`src/rtl/ctrl_pkg.sv`:
```
// rtl/ctrl_pkg.sv - shared state encoding, stop constants and level-to-mask helper
package ctrl_pkg;

  typedef enum logic [1:0] {
    RUN   = 2'd0,
    HOLD  = 2'd1,
    FLUSH = 2'd2
  } state_e;

  localparam logic STOP    = 1'b1;
  localparam logic NO_STOP = 1'b0;

  localparam int MAX_STAGES = 32;
  localparam int MAX_LVL_W  = 5;

  // Thermometer mask with bits 0..level set; all zero when no candidate is valid.
  function automatic logic [MAX_STAGES-1:0] lvl_to_mask(input logic [MAX_LVL_W-1:0] level,
                                                       input logic                 valid);
    logic [MAX_STAGES-1:0] mask;
    mask = '0;
    for (int i = 0; i < MAX_STAGES; i++) begin
      mask[i] = valid && (i <= int'(level));
    end
    return mask;
  endfunction

endpackage

```
`src/rtl/pipe_stall_mask.sv`:
```
// rtl/pipe_stall_mask.sv - deepest-request encoder, hold max-combine and thermometer stall mask
module pipe_stall_mask
  import ctrl_pkg::*;
#(
  parameter int NUM_STAGES = 6,
  parameter int LVL_W      = $clog2(NUM_STAGES)
) (
  input  logic [NUM_STAGES-1:0] stallreq,
  input  logic                  hold_act,
  input  logic [LVL_W-1:0]      hold_lvl,
  input  logic                  force_off,
  output logic [NUM_STAGES-1:0] stall
);

  logic             req_valid;
  logic [LVL_W-1:0] req_lvl;
  logic [LVL_W-1:0] lvl;
  logic             valid;

  always_comb begin
    req_valid = |stallreq;
    req_lvl   = '0;
    for (int i = 0; i < NUM_STAGES; i++) begin
      if (stallreq[i]) req_lvl = LVL_W'(i);
    end
    lvl = req_lvl;
    if (hold_act && (!req_valid || (hold_lvl > req_lvl))) lvl = hold_lvl;
    valid = (req_valid || hold_act) && !force_off;
    stall = NUM_STAGES'(lvl_to_mask(MAX_LVL_W'(lvl), valid));
  end

endmodule

```
`src/rtl/pipe_ctrl_gen.sv`:
```
// rtl/pipe_ctrl_gen.sv - pipeline stall/flush controller with timed hold, redirect and stall counter
module pipe_ctrl_gen
  import ctrl_pkg::*;
#(
  parameter int NUM_STAGES = 6,
  parameter int ADDR_W     = 32,
  parameter int HOLD_W     = 6,
  parameter int PERF_W     = 32,
  parameter int LVL_W      = $clog2(NUM_STAGES)
) (
  input  logic                  clk,
  input  logic                  rst,
  input  logic [NUM_STAGES-1:0] stallreq,
  input  logic                  hold_valid,
  input  logic [LVL_W-1:0]      hold_stage,
  input  logic [HOLD_W-1:0]     hold_len,
  input  logic                  flush_req,
  input  logic [ADDR_W-1:0]     flush_pc,
  output logic [NUM_STAGES-1:0] stall,
  output logic                  flush,
  output logic [ADDR_W-1:0]     new_pc,
  output logic                  busy,
  output logic [PERF_W-1:0]     stall_cycles
);

  localparam logic [LVL_W:0] STAGE_LIM = (LVL_W+1)'(NUM_STAGES);

  state_e            state_q, state_d;
  logic [HOLD_W-1:0] cnt_q, cnt_d;
  logic [LVL_W-1:0]  hold_lvl_q, hold_lvl_d;
  logic [ADDR_W-1:0] pc_q, pc_d;
  logic              flush_q, flush_d;
  logic [PERF_W-1:0] perf_q, perf_d;

  logic              hold_ok;
  logic              hold_now;
  logic              mask_hold_act;
  logic [LVL_W-1:0]  mask_hold_lvl;
  logic              mask_off;

  always_comb begin
    hold_ok    = hold_valid && ({1'b0, hold_stage} < STAGE_LIM) && (hold_len != '0);
    state_d    = state_q;
    cnt_d      = cnt_q;
    hold_lvl_d = hold_lvl_q;
    pc_d       = pc_q;
    hold_now   = NO_STOP;
    case (state_q)
      RUN: begin
        if (flush_req) begin
          state_d = FLUSH;
          pc_d    = flush_pc;
        end else if (hold_ok) begin
          // The strobe cycle itself is the first hold cycle, so only len-1 remain.
          hold_now = STOP;
          if (hold_len > HOLD_W'(1)) begin
            state_d    = HOLD;
            cnt_d      = hold_len - HOLD_W'(1);
            hold_lvl_d = hold_stage;
          end
        end
      end
      HOLD: begin
        cnt_d = cnt_q - HOLD_W'(1);
        if (flush_req) begin
          state_d = FLUSH;
          pc_d    = flush_pc;
          cnt_d   = '0;
        end else if (cnt_q == HOLD_W'(1)) begin
          state_d = RUN;
        end
      end
      FLUSH: begin
        if (flush_req) pc_d = flush_pc;
        else           state_d = RUN;
      end
      default: state_d = RUN;
    endcase
    flush_d       = (state_d == FLUSH);
    mask_hold_act = hold_now || (state_q == HOLD);
    mask_hold_lvl = (state_q == HOLD) ? hold_lvl_q : hold_stage;
    mask_off      = rst || (state_q == FLUSH);
    perf_d        = (stall[0] && (perf_q != '1)) ? perf_q + PERF_W'(1) : perf_q;
  end

  pipe_stall_mask #(
    .NUM_STAGES(NUM_STAGES),
    .LVL_W     (LVL_W)
  ) u_mask (
    .stallreq (stallreq),
    .hold_act (mask_hold_act),
    .hold_lvl (mask_hold_lvl),
    .force_off(mask_off),
    .stall    (stall)
  );

  always_ff @(posedge clk) begin
    if (rst) begin
      state_q    <= RUN;
      cnt_q      <= '0;
      hold_lvl_q <= '0;
      pc_q       <= '0;
      flush_q    <= 1'b0;
      perf_q     <= '0;
    end else begin
      state_q    <= state_d;
      cnt_q      <= cnt_d;
      hold_lvl_q <= hold_lvl_d;
      pc_q       <= pc_d;
      flush_q    <= flush_d;
      perf_q     <= perf_d;
    end
  end

  assign flush        = flush_q;
  assign new_pc       = pc_q;
  assign busy         = (state_q != RUN);
  assign stall_cycles = perf_q;

endmodule

```
`config.mk`:
```
export PLATFORM = sky130hd
export DESIGN_NAME = pipe_ctrl_gen
export DESIGN_NICKNAME = d
export VERILOG_FILES = /design/src/rtl/ctrl_pkg.sv /design/src/rtl/pipe_stall_mask.sv /design/src/rtl/pipe_ctrl_gen.sv
export SDC_FILE = /design/constraint.sdc
export NUM_CORES = 1
export LEC_CHECK = 0
export BUFFER_PORTS_ARGS = -buffer_cell sky130_fd_sc_hd__buf_2
export CAP_MARGIN = 20
export CORE_MARGIN = 4
export CORE_UTILIZATION = 25
export CTS_CLUSTER_DIAMETER = 80
export CTS_CLUSTER_SIZE = 28
export DETAILED_ROUTE_END_ITERATION = 12
export HOLD_SLACK_MARGIN = 0.08
export PLACE_DENSITY = 0.49
export SLEW_MARGIN = 20
export SYNTH_ARGS = -nofsm -noshare
export SYNTH_HDL_FRONTEND = slang
export SYNTH_SLANG_ARGS = --single-unit
```
`constraint.sdc`:
```
create_clock -name clk -period 4.45 [get_ports clk]
set_input_delay 0.445 -clock clk [delete_from_list [all_inputs] [get_ports clk]]
set_output_delay 0.445 -clock clk [all_outputs]
set_load 0.02 [all_outputs]
```
==> results of run 1 <==
## tightest hold or removal path: cells and delay by family
| kind | cells | cell delay, ps |
|---|---|---|
| simple gates | 1 | 40 |
| compound gates | 1 | 50 |
| buf+inv | 1 | 100 |
## worst max path at each step
stage	slack, ps	depth (start not counted)	end
3_3_place_gp	1280	12	stall[5]
6_report	860	12	stall[5]
3_5_place_dp	1240	12	stall[5]
4_1_cts	850	12	stall[5]
2_1_floorplan	960	13	stall[1]
5_1_grt	610	12	stall[1]
## layout by cell type (no fill, tap or decap), types with 3 or more instances in the layout
| master | count |
|---|---|
| inv_1 | 13 |
| xnor2_1 | 16 |
| buf_4 | 3 |
| mux2i_1 | 8 |
| a22oi_1 | 4 |
| nor3_1 | 14 |
| or3_1 | 4 |
| and3_1 | 6 |
| o21ai_0 | 19 |
| nand2b_1 | 4 |
| a211oi_1 | 4 |
| ha_1 | 9 |
| a21oi_1 | 38 |
| buf_2 | 122 |
| nor2_1 | 59 |
| nand2_1 | 87 |
| or4_1 | 7 |
| xor2_1 | 9 |
| nor2b_1 | 7 |
| dfxtp_1 | 76 |
| or2_2 | 3 |
| nand3_1 | 19 |
| nand4_1 | 7 |
| clkbuf_16 | 9 |
| nor4_1 | 6 |
## cells by family (layout without fill, tap and decap cells)
logic type | count (synthesis) | count (layout) | share of synthesized area [%]
DFF | 76 | 76 | 40.9
xor gates and xnor gates | 25 | 25 | 5.89
and+or+nand+nor | 236 | 236 | 30.3
buffers and inverters | 38 | 155 | 4.04
AOI/OAI and AO/OA | 80 | 80 | 13.1
adders and majority gates | 9 | 9 | 3.03
muxes | 10 | 10 | 2.76
## layout make-up
class | instances | area, um^2 | share of cell area (%)
clock buffer | 10 | 229 | 4.79
clock inverter | 6 | 65.1 | 1.36
inverter | 14 | 52.6 | 1.10
multi-input combinational | 360 | 2050 | 42.9
sequential | 76 | 1520 | 31.8
tap | 184 | 230 | 4.81
timing repair buffer | 125 | 633 | 13.2
## layer usage
metal	vias up	wire, um	global-route usage, %
li1	1848	-	-
met1	1683	4490	14.2
met2	75	5010	20.7
met3	9	622	3.89
met4	0	157	4.46
met5	-	0	0
## per-stage QoR
stage	power, mW	instances
global placement	0.943	759
global route	1.74	775
floorplan	0.868	474
detailed placement	0.948	759
finish	1.66	775
CTS	1.69	775
## registers in the layout (all words and copies together), names as in the netlist
| name | flops |
|---|---|
| state_q | 2 |
| flush | 1 |
| new_pc | 32 |
| hold_lvl_q | 3 |
| cnt_q | 6 |
| stall_cycles | 32 |
## where the power goes
group	internal, mW	switching, mW	total (mW)
registers	0.705	0.0164	0.722
logic	0.0770	0.131	0.208
clock network	0.434	0.292	0.726
total	1.22	0.439	1.66
==> impl_metrics.tcl, run 1 <==
set metrics [dict create \
    status "complete, no violations" \
    synth_area_um2 3720 \
    ys_warn_count 0 \
    clock_latency_ps 340 \
    fmax_mhz 279 \
    wl_mm 10.3 \
    path_class "register to output port" \
    synth_cells 474 \
    synth.most_common_cell "nand2_1" \
    end_kind "output port" \
    hp-start "flush_pc[26]" \
    critPathRequiredTime_ps 4010 \
    pre_cts_ws_ps 1240 \
    io_pins 123 \
    reg2reg_depth 7 \
    floorplan.core_area_um2 14500 \
    row_count 44 \
    area_delta_synth_final_pct 28.6 \
    insertedDiodeCount 0 \
    start_kind "register" \
    antenna_found_initial 0 \
    worstMarginPinSlew_ps 871 \
    startpoint "state_q[0]$_SDFF_PP0_" \
    tns_ps 0 \
    synth_commonest_cells "nand2_1 (88), dfxtp_1 (76), nor2_1 (59), a21oi_1 (38), clkbuf_1 (20)" \
    synth-edff-count 0 \
    slowest_stage "dfxtp_1" \
    crit_buf_inv 3 \
    p_leak_nw 2.05 \
    seq_area_frac_synth_pct 40.9 \
    cts.clk_slew.worst_paths_ps 60 \
    whs_path_depth 3 \
    fp.dieArea_um2 16900 \
    die_y_um 130 \
    drive_above_1_share_pct 26.9 \
    final_antenna_net_count 0 \
    place_congestion 0.775 \
    min_period_ps 3590 \
    max_slew_margin_pct 42.0 \
    dp.final_hpwl_mm 7.57 \
    holdPathEnd "new_pc[26]$_SDFFE_PP0P_" \
    skew_ps 7.06 \
    num_vias 3615 \
    synth_top_cell_area_share_pct 40.9 \
    hold_buffers 0 \
    final.period_utilization_pct 80.7 \
    io_buffers 122 \
    hold_viol_final 0 \
    cts_tree "yes" \
    synth_cell_types 49 \
    reg2reg_to "stall_cycles[16]$_SDFFE_PP0P_" \
    initialDrtViolationCount 183 \
    yosysTopAreaCell "dfxtp_1" \
    crit_chain "inv_1 -> nor2_1 -> mux2i_1 -> inv_1 -> ha_1 -> nor2b_1 -> o21a_1 -> o21ai_0 -> a211o_1 -> a211o_1 -> a21oi_1 -> buf_2" \
    max_stage_delay_ps 410 \
    setup_viol 0 \
    rsz0062_at_grt "false" \
    r2r_slack_ps 2210 \
    grt_pass1_vias 3413 \
    stdcell_area_um2 4780 \
    vias_per_cell 4.66 \
    cts_resized 0 \
    grt_pass1_wl_mm 16.3 \
    max-vdd-ir-drop_mv 0.185 \
    drc 0 \
    initial_core_util_pct 25.6 \
    reg2reg_from "state_q[1]$_SDFF_PP0_" \
    cts-buffers-inserted 9 \
    drv_cap 0 \
    setup_slack_ps 860 \
    arrival_ps 3140 \
    grt_max_degree 85 \
    slew_viol_final 0 \
    die_x_um 130 \
    async_flop_share_pct 0 \
    synth_area_leaders "dfxtp_1 (41%), nand2_1 (8.9%), nor2_1 (6.0%)" \
    cp_max_fo 10 \
    cp_top_family "compound AO/OA/AOI/OAI gates" \
    cts_max_level 3 \
    first_pass_iters 5 \
    synth-main-ff-cell "dfxtp_1" \
    num-nets-final 646 \
    overflow 0 \
    grt_usage_pct 12.1 \
    clock_sinks 76 \
    cts_root_buf "clkbuf_16" \
    post-route-util_pct 32.9 \
    cts_max_path_buffers 2 \
    syn_nets 534 \
    wl_per_cell_um 13.3 \
    ys_seq_elements 76 \
    post_dp_cell_area_um2 4490 \
    fill_cells 1583 \
    avgSynthCellArea_um2 7.85 \
    hold_slack_ps 336 \
    hold_path.class "input pin to register" \
    cts_setup_buffers 0 \
    pwr_density_cell_nw_per_um2 346 \
]
Power figures use the tool's default switching activity.
==> run 2, diff against run 1 <==
--- a/config.mk
+++ b/config.mk
@@ -13,7 +13,7 @@
 export CTS_CLUSTER_SIZE = 28
 export DETAILED_ROUTE_END_ITERATION = 12
 export HOLD_SLACK_MARGIN = 0.08
-export PLACE_DENSITY = 0.49
+export PLACE_DENSITY = 0.51
 export SLEW_MARGIN = 20
 export SYNTH_ARGS = -nofsm -noshare
 export SYNTH_HDL_FRONTEND = slang
==> constraint.sdc (replaced) <==
create_clock -name clk -period 3.2 [get_ports clk]
set_input_delay 0.32 -clock clk [delete_from_list [all_inputs] [get_ports clk]]
set_output_delay 0.32 -clock clk [all_outputs]
set_load 0.02 [all_outputs]
==> run 2 against run 1 <==
Compared with the run above:
- global-route usage fell by 0.080 points
- first-iteration DRC count is 32% lower
- sequential cell count unchanged
- routed wire length fell by 1.1%
- combinational power up 48%
- non-clock buffer count up 5
- worst hold slack lost 120 ps
- clock-buffer cell count up 2
- clock skew barely moved
- die area is the same
- sequential power increased by 39%
- critical path type unchanged
- largest cell class unchanged
- highest routed layer unchanged
==> impl_metrics.tcl, run 2 (synthesized netlist as in run 1, its figures left out) <==
set metrics [dict create \
    status "complete, no violations" \
    num_vias 3720 \
    antenna_found_initial 0 \
    setup_slack_ps 181 \
    p_comb_share_pct 12.8 \
    end_kind "output port" \
    swShare_pct 24.9 \
    die_y_um 130 \
    skew_ps 7.04 \
    cp_max_fo 5 \
    cts_max_level 3 \
    vias_per_cell 4.76 \
    overflow 0 \
    drv_cap 0 \
    totalPowerFinal_mw 2.40 \
    critPathRequiredTime_ps 2880 \
    p_sw_uw 598 \
    cp_top_family "compound AO/OA/AOI/OAI gates" \
    reg2reg_to "stall_cycles[16]$_SDFFE_PP0P_" \
    grt_pass1_vias 3449 \
    io_pins 123 \
    grt_usage_pct 12.0 \
    tns_ps 0 \
    cts-buffers-inserted 9 \
    worstMarginPinSlew_ps 870 \
    post_dp_cell_area_um2 4530 \
    cts_max_path_buffers 2 \
    max_slew_margin_pct 42.0 \
    wl_per_cell_um 13.0 \
    pwr-share-seq_pct 41.8 \
    pwr_density_cell_nw_per_um2 487 \
    whs_path_depth 3 \
    row_count 44 \
    pre_cts_ws_ps 164 \
    final_cell_mix "buf_2 (121), nand2_1 (87), dfxtp_1 (75)" \
    hold_viol_final 0 \
    r2r_slack_ps 970 \
    p_leak_nw 2.10 \
    cts_tree "yes" \
    clkPwrFrac_pct 45.4 \
    cts.clk_slew.worst_paths_ps 60 \
    crit_buf_inv 4 \
    dp.final_hpwl_mm 7.22 \
    drive_above_1_share_pct 29.6 \
    area_delta_synth_final_pct 32.5 \
    setup_viol 0 \
    reg2reg_from "state_q[1]$_SDFF_PP0_" \
    p_int_mw 1.80 \
    grt_pass1_wl_mm 16.2 \
    path_class "register to output port" \
    rsz0062_at_grt "false" \
    final_antenna_net_count 0 \
    max-vdd-ir-drop_mv 0.241 \
    cts_root_buf "clkbuf_16" \
    clock_latency_ps 340 \
    slowest_stage "a211o_2" \
    place_congestion 0.757 \
    fmax_mhz 331 \
    hp-start "flush_pc[13]" \
    drc 0 \
    holdPathEnd "new_pc[13]$_SDFFE_PP0P_" \
    fp.dieArea_um2 16900 \
    num-nets-final 652 \
    stdcell_area_um2 4930 \
    floorplan.core_area_um2 14500 \
    grt_max_degree 85 \
    clock_sinks 76 \
    cpMostUsedCell "inv_2" \
    arrival_ps 2700 \
    initialDrtViolationCount 125 \
    slew_viol_final 0 \
    max_stage_delay_ps 390 \
    first_pass_iters 4 \
    reg2reg_depth 7 \
    final.period_utilization_pct 94.3 \
    start_kind "register" \
    fill_cells 1555 \
    die_x_um 130 \
    final_common_cell "buf_2" \
    min_period_ps 3020 \
    hold_path.class "input pin to register" \
    initial_core_util_pct 25.6 \
    crit_chain "inv_2 -> nor2_4 -> buf_6 -> mux2i_4 -> inv_2 -> ha_4 -> o21a_1 -> o21ai_1 -> a211o_2 -> a211o_1 -> a21oi_2 -> buf_4" \
    io_buffers 122 \
    hold_slack_ps 217 \
    wl_mm 10.2 \
    insertedDiodeCount 0 \
]
## run 2: layout make-up
cell class	count	area [um^2]	area share, %
tap	184	230	4.67
clock buffer	12	246	5.00
sequential	76	1520	30.9
timing repair buffer	130	677	13.7
multi-input combinational	361	2130	43.2
inverter	14	52.6	1.07
clock inverter	4	72.6	1.47
## run 2: power by group through the flow
stage / logic [mW] / clock network [mW] / registers (mW)
floorplan: 0.155 / 0 / 1.05
global placement: 0.292 / 0 / 1.02
detailed placement: 0.297 / 0 / 1.02
CTS: 0.301 / 1.14 / 1.00
global route: 0.345 / 1.18 / 1.01
finish: 0.307 / 1.09 / 1.00
## run 2: worst reg2reg max path: stages, from the launching register on
cell,delay (ps)
dfxtp_1,330
buf_4,170
nor2b_1,150
a311oi_2,260
o31ai_2,170
or3_4,450
nor3_1,240
mux2_2,360
## run 2: worst max path at each step
stage,slack [ps],cells past startpoint,end,from
floorplan,-140,13,stall[3],state_q[0]$_SDFF_PP0_
global placement,280,12,stall[5],state_q[0]$_SDFF_PP0_
detailed placement,160,12,stall[5],state_q[0]$_SDFF_PP0_
CTS,10,12,stall[5],state_q[0]$_SDFF_PP0_
global route,2,12,stall[5],state_q[0]$_SDFF_PP0_
finish,180,12,stall[5],state_q[0]$_SDFF_PP0_
## run 2: through the flow
stage / instances / util, %
6_report: 781 / 33.9
5_1_grt: 781 / 33.9
4_1_cts: 780 / 33.5
3_5_place_dp: 763 / 31.2
3_3_place_gp: 763 / 31.1
2_1_floorplan: 474 / -
## run 2: layer usage
layer  global-route usage [%]  routed length (um)  part of all wire (%)  up-vias
li1                         -                   -                     -     1873
met1                     14.3                4460                    44     1729
met2                     19.9                4820                    47      109
met3                     4.95                 779                   7.7        9
met4                     3.48                 111                   1.1        0
met5                        0                   0                     0        -
## run 2: what timing repair did
action,CTS,global route
resized for setup,5,12
setup endpoints to repair,5,5
hold buffers,0,0
buffers inserted,1,0
cloned,0,1
pin swaps,1,3
